`src/rtl/parity_pkg.sv`:
```
// Shared types and line levels for the parity-checked UART transmitter.
package parity_pkg;

  typedef enum logic [2:0] {
    IDLE      = 3'd0,
    PSTART    = 3'd1,
    PWAIT_HI  = 3'd2,
    PWAIT_LO  = 3'd3,
    START_BIT = 3'd4,
    DATA      = 3'd5,
    PARITY    = 3'd6,
    STOP      = 3'd7
  } state_t;

  localparam logic TX_IDLE_LVL = 1'b1;
  localparam logic START_LVL   = 1'b0;
  localparam logic STOP_LVL    = 1'b1;
  localparam int   DATA_BITS   = 8;

endpackage

```
`src/rtl/parity_uart_tx_if.sv`:
```
// Byte handshake plus the link to the byte parity unit.
// master = byte source / parity unit side, slave = parity_uart_tx.
interface parity_uart_tx_if;

  logic [7:0] data_in;
  logic       data_valid;
  logic       data_ready;
  logic [7:0] par_data;
  logic       par_start;
  logic       par_busy;
  logic       par_odd;
  logic       par_even;

  modport master (
    output data_in, data_valid, par_busy, par_odd, par_even,
    input  data_ready, par_data, par_start
  );

  modport slave (
    input  data_in, data_valid, par_busy, par_odd, par_even,
    output data_ready, par_data, par_start
  );

endinterface

```
`src/rtl/parity_tx_baud.sv`:
```
// Bit-period counter: o_bit_tick marks the last clk of each serial bit.
module parity_tx_baud #(
  parameter int CLKS_PER_BIT = 4
) (
  input  logic clk,
  input  logic rst_n,
  input  logic i_clr,
  output logic o_bit_tick
);

  localparam int CNT_W = (CLKS_PER_BIT > 1) ? $clog2(CLKS_PER_BIT) : 1;
  localparam logic [CNT_W-1:0] LAST = CNT_W'(CLKS_PER_BIT - 1);

  logic [CNT_W-1:0] r_cnt;

  assign o_bit_tick = !i_clr && (r_cnt == LAST);

  always_ff @(posedge clk or negedge rst_n) begin
    if (!rst_n) begin
      r_cnt <= '0;
    end else if (i_clr || o_bit_tick) begin
      r_cnt <= '0;
    end else begin
      r_cnt <= r_cnt + 1'b1;
    end
  end

endmodule

```
`src/rtl/parity_uart_tx.sv`:
```
// UART transmitter fed through an external byte parity unit.
// Define PARITY_TX_LOCAL_CHECK_EN to cross-check the unit with a local XOR.
module parity_uart_tx
  import parity_pkg::*;
#(
  parameter int CLKS_PER_BIT = 4,
  parameter int PAR_TIMEOUT  = 64,
  parameter int ODD_MODE     = 0
) (
  input  logic             clk,
  input  logic             rst_n,
  parity_uart_tx_if.slave  bus,
  output logic             tx,
  output logic             frame_done,
  output logic             err
);

  localparam int TMO_W = $clog2(PAR_TIMEOUT + 1);
  localparam logic [TMO_W-1:0] TMO_MAX = TMO_W'(PAR_TIMEOUT);
  localparam logic ODD_BIT = (ODD_MODE != 0);
  localparam logic [2:0] LAST_BIT = 3'(DATA_BITS - 1);

  state_t           r_state, w_state_next;
  logic [TMO_W-1:0] r_tmo, w_tmo_next;
  logic [2:0]       r_bit_idx, w_bit_idx_next;
  logic [7:0]       r_par_data, w_par_data_next;
  logic             r_par_bit, w_par_bit_next;
  logic             r_tx, w_tx_next;
  logic             w_err, w_frame_done, w_par_start, w_data_ready;
  logic             w_baud_clr, w_bit_tick;
  logic             w_unit_par;

  assign w_unit_par = bus.par_odd ^ ODD_BIT;

`ifdef PARITY_TX_LOCAL_CHECK_EN
  logic w_local_par;
  assign w_local_par = (^r_par_data) ^ ODD_BIT;
`endif

  // Counter only runs while a frame is on the line; it is zero on entry to START_BIT.
  assign w_baud_clr = !((r_state == START_BIT) || (r_state == DATA) ||
                        (r_state == PARITY)    || (r_state == STOP));

  parity_tx_baud #(.CLKS_PER_BIT(CLKS_PER_BIT)) u_baud (
    .clk        (clk),
    .rst_n      (rst_n),
    .i_clr      (w_baud_clr),
    .o_bit_tick (w_bit_tick)
  );

  always_comb begin
    w_state_next    = r_state;
    w_tmo_next      = r_tmo;
    w_bit_idx_next  = r_bit_idx;
    w_par_data_next = r_par_data;
    w_par_bit_next  = r_par_bit;
    w_err           = 1'b0;
    w_frame_done    = 1'b0;
    w_par_start     = 1'b0;
    w_data_ready    = 1'b0;
    w_tx_next       = TX_IDLE_LVL;

    case (r_state)
      IDLE: begin
        w_data_ready = 1'b1;
        if (bus.data_valid) begin
          w_par_data_next = bus.data_in;
          w_state_next    = PSTART;
        end
      end
      PSTART: begin
        w_par_start  = 1'b1;
        w_tmo_next   = '0;
        w_state_next = PWAIT_HI;
      end
      PWAIT_HI: begin
        if (bus.par_busy) begin
          w_tmo_next   = '0;
          w_state_next = PWAIT_LO;
        end else if (r_tmo == TMO_MAX) begin
          w_err        = 1'b1;
          w_state_next = IDLE;
        end else begin
          w_tmo_next = r_tmo + 1'b1;
        end
      end
      PWAIT_LO: begin
        if (!bus.par_busy) begin
`ifdef PARITY_TX_LOCAL_CHECK_EN
          // Local parity always wins; any disagreement is only flagged.
          w_par_bit_next = w_local_par;
          w_err          = (bus.par_odd == bus.par_even) || (w_local_par != w_unit_par);
          w_state_next   = START_BIT;
`else
          if (bus.par_odd == bus.par_even) begin
            w_err        = 1'b1;
            w_state_next = IDLE;
          end else begin
            w_par_bit_next = w_unit_par;
            w_state_next   = START_BIT;
          end
`endif
        end else if (r_tmo == TMO_MAX) begin
          w_err        = 1'b1;
          w_state_next = IDLE;
        end else begin
          w_tmo_next = r_tmo + 1'b1;
        end
      end
      START_BIT: begin
        if (w_bit_tick) begin
          w_bit_idx_next = '0;
          w_state_next   = DATA;
        end
      end
      DATA: begin
        if (w_bit_tick) begin
          if (r_bit_idx == LAST_BIT) begin
            w_state_next = PARITY;
          end else begin
            w_bit_idx_next = r_bit_idx + 3'd1;
          end
        end
      end
      PARITY: begin
        if (w_bit_tick) begin
          w_state_next = STOP;
        end
      end
      STOP: begin
        if (w_bit_tick) begin
          w_frame_done = 1'b1;
          w_state_next = IDLE;
        end
      end
      default: w_state_next = IDLE;
    endcase

    // tx is registered from the next state so it changes exactly at bit boundaries.
    case (w_state_next)
      START_BIT: w_tx_next = START_LVL;
      DATA:      w_tx_next = w_par_data_next[w_bit_idx_next];
      PARITY:    w_tx_next = w_par_bit_next;
      STOP:      w_tx_next = STOP_LVL;
      default:   w_tx_next = TX_IDLE_LVL;
    endcase
  end

  always_ff @(posedge clk or negedge rst_n) begin
    if (!rst_n) begin
      r_state    <= IDLE;
      r_tmo      <= '0;
      r_bit_idx  <= '0;
      r_par_data <= '0;
      r_par_bit  <= 1'b0;
      r_tx       <= TX_IDLE_LVL;
    end else begin
      r_state    <= w_state_next;
      r_tmo      <= w_tmo_next;
      r_bit_idx  <= w_bit_idx_next;
      r_par_data <= w_par_data_next;
      r_par_bit  <= w_par_bit_next;
      r_tx       <= w_tx_next;
    end
  end

  assign tx             = r_tx;
  assign frame_done     = w_frame_done;
  assign err            = w_err;
  assign bus.data_ready = w_data_ready;
  assign bus.par_start  = w_par_start;
  assign bus.par_data   = r_par_data;

endmodule

```
`src/flat_wrapper.sv`:
```
// flat-port wrapper written by rule: the top's interface ports become plain ports
module parity_uart_tx_flat import parity_pkg::*;
#(
  parameter int CLKS_PER_BIT = 4,
  parameter int PAR_TIMEOUT  = 64,
  parameter int ODD_MODE     = 0
)
  (clk, rst_n, tx, frame_done, err, bus_data_in, bus_data_valid, bus_par_busy, bus_par_odd, bus_par_even, bus_data_ready, bus_par_data, bus_par_start);
  parity_uart_tx_if bus_i ();
  input  logic clk;
  input  logic rst_n;
  output logic tx;
  output logic frame_done;
  output logic err;
  input wire logic [$bits(bus_i.data_in)-1:0] bus_data_in;
  input wire logic [$bits(bus_i.data_valid)-1:0] bus_data_valid;
  input wire logic [$bits(bus_i.par_busy)-1:0] bus_par_busy;
  input wire logic [$bits(bus_i.par_odd)-1:0] bus_par_odd;
  input wire logic [$bits(bus_i.par_even)-1:0] bus_par_even;
  output wire logic [$bits(bus_i.data_ready)-1:0] bus_data_ready;
  output wire logic [$bits(bus_i.par_data)-1:0] bus_par_data;
  output wire logic [$bits(bus_i.par_start)-1:0] bus_par_start;
  assign bus_i.data_in = bus_data_in;
  assign bus_i.data_valid = bus_data_valid;
  assign bus_i.par_busy = bus_par_busy;
  assign bus_i.par_odd = bus_par_odd;
  assign bus_i.par_even = bus_par_even;
  assign bus_data_ready = bus_i.data_ready;
  assign bus_par_data = bus_i.par_data;
  assign bus_par_start = bus_i.par_start;
  parity_uart_tx #(.CLKS_PER_BIT(CLKS_PER_BIT), .PAR_TIMEOUT(PAR_TIMEOUT), .ODD_MODE(ODD_MODE)) u_core (.clk(clk), .rst_n(rst_n), .bus(bus_i), .tx(tx), .frame_done(frame_done), .err(err));
endmodule
```
`config.mk`:
```
export PLATFORM = sky130hd
export DESIGN_NAME = parity_uart_tx_flat
export DESIGN_NICKNAME = d
export VERILOG_FILES = /design/src/rtl/parity_pkg.sv /design/src/rtl/parity_uart_tx_if.sv /design/src/rtl/parity_tx_baud.sv /design/src/rtl/parity_uart_tx.sv /design/src/flat_wrapper.sv
export SDC_FILE = /design/constraint.sdc
export NUM_CORES = 1
export LEC_CHECK = 0
export CORE_AREA = 10 10 79 81
export CTS_BUF_LIST = sky130_fd_sc_hd__clkbuf_4 sky130_fd_sc_hd__clkbuf_8 sky130_fd_sc_hd__clkbuf_16
export DETAILED_ROUTE_END_ITERATION = 7
export DIE_AREA = 0 0 89 91
export PLACE_DENSITY = 0.61
export SLEW_MARGIN = 10
export SYNTH_ARGS = -nofsm -noshare
export SYNTH_HDL_FRONTEND = slang
export SYNTH_SLANG_ARGS = --single-unit
```
`constraint.sdc`:
```
create_clock -name clk -period 2.6 [get_ports clk]
set_clock_uncertainty 0.05 [all_clocks]
set_input_delay 0.52 -clock clk [delete_from_list [all_inputs] [get_ports clk]]
set_output_delay 0.52 -clock clk [all_outputs]
set_load 0.005 [all_outputs]
```
==> impl_metrics.py, run 1 <==
metrics = {
    "run_status": {
        "status": "finished, final reports clean",
    },
    "floorplanning": {
        "num_rows": 25,
        "die_w_um": 89,
        "die_h_um": 91,
        "io_pins": 27,
        "coreArea_um2": 4660,
        "start_util_pct": 31.9,
        "die-area_um2": 8100,
    },
    "timing": {
        "min_period_over_period_pct": 93.4,
        "fin_ws_ns": 0.171,
        "hold_ws_ns": 0.390,
        "slew_viol_final": 0,
        "hold_violations": 0,
        "slew_headroom_pct": 61.8,
        "worst_slew_pin_slew_ns": 0.569,
        "max_freq_mhz": 412,
        "setup_violations": 0,
        "layout_min_cycle_time_ns": 2.43,
        "rsz0062_at_grt": "no",
    },
    "layout": {
        "fin_nets": 191,
        "stdcell_area_um2": 1900,
        "drive_gt1_share_pct": 14.5,
        "num_antenna_cells": 0,
        "areaGrowthSynthToFinish_pct": 27.4,
    },
    "setup_path": {
        "cp_max_fo": 3,
        "regToRegStartpoint": "u_core.u_baud.r_cnt[0]",
        "cp.arrival_ns": 1.86,
        "worstSetupStartpointType": "register",
        "crit_type": "reg -> out",
        "required_ns": 2.03,
        "endpoint_kind": "output pin",
        "critPathBufInv": 2,
        "cp_cell_sequence": "inv_1 -> ha_1 -> and4bb_1 -> and3_1 -> a31oi_1 -> nor3_1 -> dlygate4sd2_1",
        "crit_start": "u_core.r_tmo[0]",
        "reg2reg_depth": 7,
        "worstReg2RegEnd": "u_core.tx",
        "critPathTopFamily": "simple AND/OR/NAND/NOR gates",
        "cp_slowest_cell": "dfrtp_1",
        "slowest_delay_ns": 0.41,
        "r2r_slack_ns": 0.23,
    },
    "logic_synthesis": {
        "synth_adder_area_share_pct": 3.36,
        "synth_most_common_cell": "dfrtp_1",
        "synth-compound-area-share_pct": 11.8,
        "synth-seq-cells": 25,
        "synth-xor-area-share_pct": 2.94,
        "synth_area_per_cell_um2": 10.7,
        "yosysSeqAreaShare_pct": 42.1,
        "synth_cell_type_count": 44,
        "ys_warn_count": 0,
        "ys.flop_type": "dfrtp_1",
        "synth_top_cells_by_count": "dfrtp_1 (24), nand2_1 (14), nor2_1 (11)",
        "async_reset_ff_share_pct": 100,
        "netlist_instances": 139,
        "synth_area_um2": 1490,
        "netlist.area_leader.share_pct": 40.3,
        "synthTopCellsByArea": "dfrtp_1 (40%), mux4_1 (7.1%), mux2_1 (3.8%)",
        "synth_nets": 157,
        "synth_top_family_by_area": "simple AND/OR/NAND/NOR gates",
        "synth.mux.area_fraction_pct": 15.2,
        "yosysTopAreaCell": "dfrtp_1",
        "synth_edf_count": 0,
        "synthSimpleGateAreaFrac_pct": 20.1,
    },
    "placement": {
        "placed_cell_area_um2": 1850,
        "gp_congestion": 0.899,
        "dp_hpwl_mm": 2.78,
        "port_buffers": 26,
        "post-place-ws_ns": -0.0941,
    },
    "power": {
        "p_clk_share_pct": 13.6,
        "p_int_uw": 1140,
        "switchingPower_uw": 681,
        "ir_drop_mv": 0.546,
        "leakage_uw": 0.000848,
        "p_sw_share_pct": 37.4,
        "p_comb_share_pct": 49.7,
        "power_density_nw_per_um2": 960,
        "total_power_uw": 1820,
        "pwr-share-seq_pct": 36.8,
    },
    "min_path": {
        "whs_path_depth": 1,
        "worstHoldPathType": "reg -> reg",
        "worstHoldStart": "u_core.u_baud.r_cnt[0]",
        "hold_end": "u_core.u_baud.r_cnt[0]",
    },
    "clock_network": {
        "clk_pin_slew_worst_paths_ns": 0.09,
        "numCtsBuffers": 3,
        "insertion_delay_ns": 0.27,
        "tritoncts": "done",
        "h-tree-depth": 1,
        "max-clock-path-buffers": 2,
        "post_cts_buffers": 0,
        "cts.sinks": 25,
        "cts_root_buf": "clkbuf_8",
    },
    "route": {
        "firstDrtPassIters": 4,
        "wl_mm": 3.54,
        "vias": 1174,
        "drcViolationCount": 0,
        "vias_per_cell": 5.19,
        "ant_nets": 0,
        "drt_iter0_drc": 114,
        "wl_per_cell_um": 15.7,
    },
    "global_routing": {
        "grtUsageTotal_pct": 9.24,
        "grt_pass1_vias": 1320,
        "antenna_found_initial": 0,
        "grt_max_degree": 26,
        "grt_overflow": 0,
        "grt_pass1_wl_mm": 6.15,
    },
    "flow_run": {
        "drv_cap": 0,
    },
}
==> stage by stage <==
step	util [%]	TNS, ns	instances
final	40.7	0	226
after global routing	40.7	0	226
after CTS	40.7	0	226
after detailed placement	39.7	-0.0941	222
after global placement	39.7	0	222
after floorplan	-	0	139
==> per-layer routing <==
layer  GRT usage, %  wire length, µm  vias to the layer above  part of all wire (%)
met2           16.2             1840                       42                    52
li1               -                -                      575                     -
met3           5.00              345                        4                   9.7
met1           9.54             1330                      553                    38
met4           1.46               24                        0                  0.68
met5              0                0                        -                     0
==> final cells by class <==
type / count / area (µm²)
clock inverter: 1 / 8.76
clock buffer: 3 / 41.3
tap: 54 / 67.6
inverter: 8 / 30.0
timing repair buffer: 35 / 327
multi-input combinational: 100 / 796
fill: 443 / 2760
sequential: 25 / 627
==> timing repair <==
item / CTS / global route
endpoints found under the hold margin: 0 / 0
hold buffers: 0 / 0
setup endpoints to repair: 1 / 0
resized for setup: 1 / 0
==> power by group through the flow <==
stage          clock network [µW]  registers [µW]  logic (µW)
2_1_floorplan                   0             653         554
3_3_place_gp                    0             662         882
3_5_place_dp                    0             675         918
4_1_cts                       258             668         924
5_1_grt                       273             689        1020
6_report                      247             669         905
==> worst reg2reg max path, delay by kind of cell (launching register included) <==
kind            cells  cell delay, ns
compound gates      2            0.30
fa+ha+maj           1            0.34
simple gates        1            0.27
flops               1            0.39
mux                 3            0.95
==> worst max path at each step <==
stage	endpoint	slack, ns	cells after the start
floorplan	u_core.tx	0.46	8
global placement	err	0.004	6
detailed placement	err	-0.09	6
CTS	err	0.15	7
global route	err	0.08	7
finish	err	0.17	7
==> state kept, by name, indices dropped and copies added (netlist names) <==
signal / count
u_core.r_tmo: 7
u_core.r_bit_idx: 3
u_core.u_baud.r_cnt: 2
u_core.tx: 1
u_core.r_state: 3
u_core.r_par_bit: 1
u_core.bus.par_data: 8
==> logic make-up after synthesis <==
kind of cell    Yosys count
simple gates             52
flops                    25
compound gates           24
mux                      15
buf+inv                  14
xor+xnor                  5
fa+ha+maj                 4
==> cell usage in the layout, fill, tap and decap left out, drive strengths merged, types with 3 or more instances in the layout <==
cell type and count:
clkdlybuf4s50 25, a21oi 5, nor3 5, mux2 9, ha 4, nand2 14
or2 3, xnor2 3, mux4 4, clkbuf 3, o21ai 4, buf 9
nand3 3, dfrtp 24, inv 9, and3 3, nor2 11, a31oi 4
(Power assumes the default switching activity.)
==> run 2: changes to the inputs <==
CORE_AREA = 2 2 71 73   (was 10 10 79 81)
DIE_AREA = 0 0 73 75   (was 0 0 89 91)
==> impl_metrics.py, run 2 (synthesis results as in run 1) <==
metrics = {
    "layout": {
        "areaGrowthSynthToFinish_pct": 28.4,
        "drive_gt1_share_pct": 15.5,
        "layout_common_cells": "clkdlybuf4s50_1 (25), dfrtp_1 (24), nand2_1 (14), nor2_1 (11), buf_4 (11)",
        "multi_input_area_um2": 796,
        "final_common_cell": "clkdlybuf4s50_1",
        "post-route-util_pct": 41.0,
        "fin_nets": 193,
        "num_antenna_cells": 0,
        "seqCellArea_um2": 627,
        "largest_reg_flops": 8,
        "fill_cells": 457,
    },
    "floorplanning": {
        "start_util_pct": 31.9,
        "coreArea_um2": 4660,
        "die_w_um": 73,
        "num_rows": 25,
        "die-area_um2": 5480,
        "io_pins": 27,
        "die_h_um": 75,
    },
    "min_path": {
        "worstHoldStart": "u_core.u_baud.r_cnt[0]",
        "worstHoldPathType": "reg -> reg",
    },
    "clock_network": {
        "tritoncts": "done",
        "numCtsBuffers": 3,
        "clk_pin_slew_worst_paths_ns": 0.09,
        "insertion_delay_ns": 0.27,
        "cts.sinks": 25,
        "cts_root_buf": "clkbuf_8",
        "h-tree-depth": 1,
        "max-clock-path-buffers": 2,
    },
    "global_routing": {
        "grt_pass1_vias": 1224,
        "grtUsageTotal_pct": 12.8,
        "grt_overflow": 0,
        "grt_pass1_wl_mm": 5.43,
        "antenna_found_initial": 0,
        "grt_max_degree": 26,
    },
    "setup_path": {
        "regToRegStartpoint": "u_core.r_bit_idx[0]",
        "required_ns": 2.03,
        "cp.arrival_ns": 1.77,
        "worstSetupStartpointType": "input port",
        "crit_type": "in -> out",
        "endpoint_kind": "output pin",
        "r2r_slack_ns": 0.40,
        "cp_max_fo": 2,
        "crit_start": "bus_par_busy",
    },
    "route": {
        "firstDrtPassIters": 4,
        "wl_per_cell_um": 13.9,
        "vias": 1186,
        "drcViolationCount": 0,
        "wl_mm": 3.17,
        "drt_iter0_drc": 46,
        "ant_nets": 0,
        "vias_per_cell": 5.20,
    },
    "timing": {
        "layout_min_cycle_time_ns": 2.34,
        "setup_violations": 0,
        "slew_headroom_pct": 66.7,
        "worst_slew_pin_slew_ns": 0.497,
        "fin_tns_setup_ns": 0,
        "max_freq_mhz": 428,
        "slew_viol_final": 0,
        "hold_ws_ns": 0.381,
        "fin_ws_ns": 0.264,
        "min_period_over_period_pct": 89.9,
        "hold_violations": 0,
        "rsz0062_at_grt": "no",
    },
    "flow_run": {
        "drv_cap": 0,
    },
    "placement": {
        "post-place-ws_ns": -0.0323,
        "port_buffers": 26,
        "gp_congestion": 0.884,
        "dp_hpwl_mm": 2.47,
    },
    "power": {
        "power_density_nw_per_um2": 950,
        "ir_drop_mv": 0.498,
        "leakage_uw": 0.000859,
        "total_power_uw": 1820,
    },
    "run_status": {
        "status": "finished, final reports clean",
    },
}
-- run 2: what timing repair did --
action | CTS | global route
gates resized for setup | 1 | 0
buffers inserted | 0 | 0
hold buffers | 0 | 0
endpoints found under the setup margin | 1 | 0
-- run 2: layout make-up --
| class | count | area share, % |
|---|---|---|
| tap | 54 | 3.53 |
| multi-input combinational | 100 | 41.6 |
| clock inverter | 1 | 0.458 |
| sequential | 25 | 32.8 |
| inverter | 8 | 1.57 |
| timing repair buffer | 37 | 17.9 |
| clock buffer | 3 | 2.16 |
-- run 2: path summary, 6_finish.rpt --
| kind | end | cells after the start |
|---|---|---|
| worst min register to register | u_core.u_baud.r_cnt[0] | 1 |
| min in group asynchronous | u_core.r_bit_idx[2] | 2 |
| worst min-delay path | u_core.u_baud.r_cnt[0] | 1 |
| worst max register to register | u_core.tx | 7 |
| max in group asynchronous | u_core.tx | 2 |
| worst max-delay path | err | 6 |
-- run 2: metrics by stage --
| step | area, µm² | cells |
|---|---|---|
| final | 1910 | 228 |
| after global routing | 1910 | 228 |
| after CTS | 1910 | 228 |
| after detailed placement | 1860 | 224 |
| after global placement | 1860 | 224 |
| after floorplan | 1490 | 139 |
-- run 2: per-layer routing --
layer / up-vias / routed length (µm) / track usage (%)
met5: - / 0 / 0
met2: 32 / 1600 / 23.8
met4: 0 / 15 / 2.06
met1: 574 / 1380 / 15.2
met3: 3 / 171 / 3.08
li1: 577 / - / -
-- run 2: worst max-delay path, cell delays in order --
cell	delay, ns
clkdlybuf4s50_1	0.49
xnor2_1	0.14
and3_1	0.18
a31oi_1	0.04
nor3_1	0.14
dlygate4sd2_1	0.26
-- run 2: report_power, final --
part	switching (µW)	internal (µW)
Sequential	133	541
Combinational	400	497
Clock	132	112
Total	665	1150
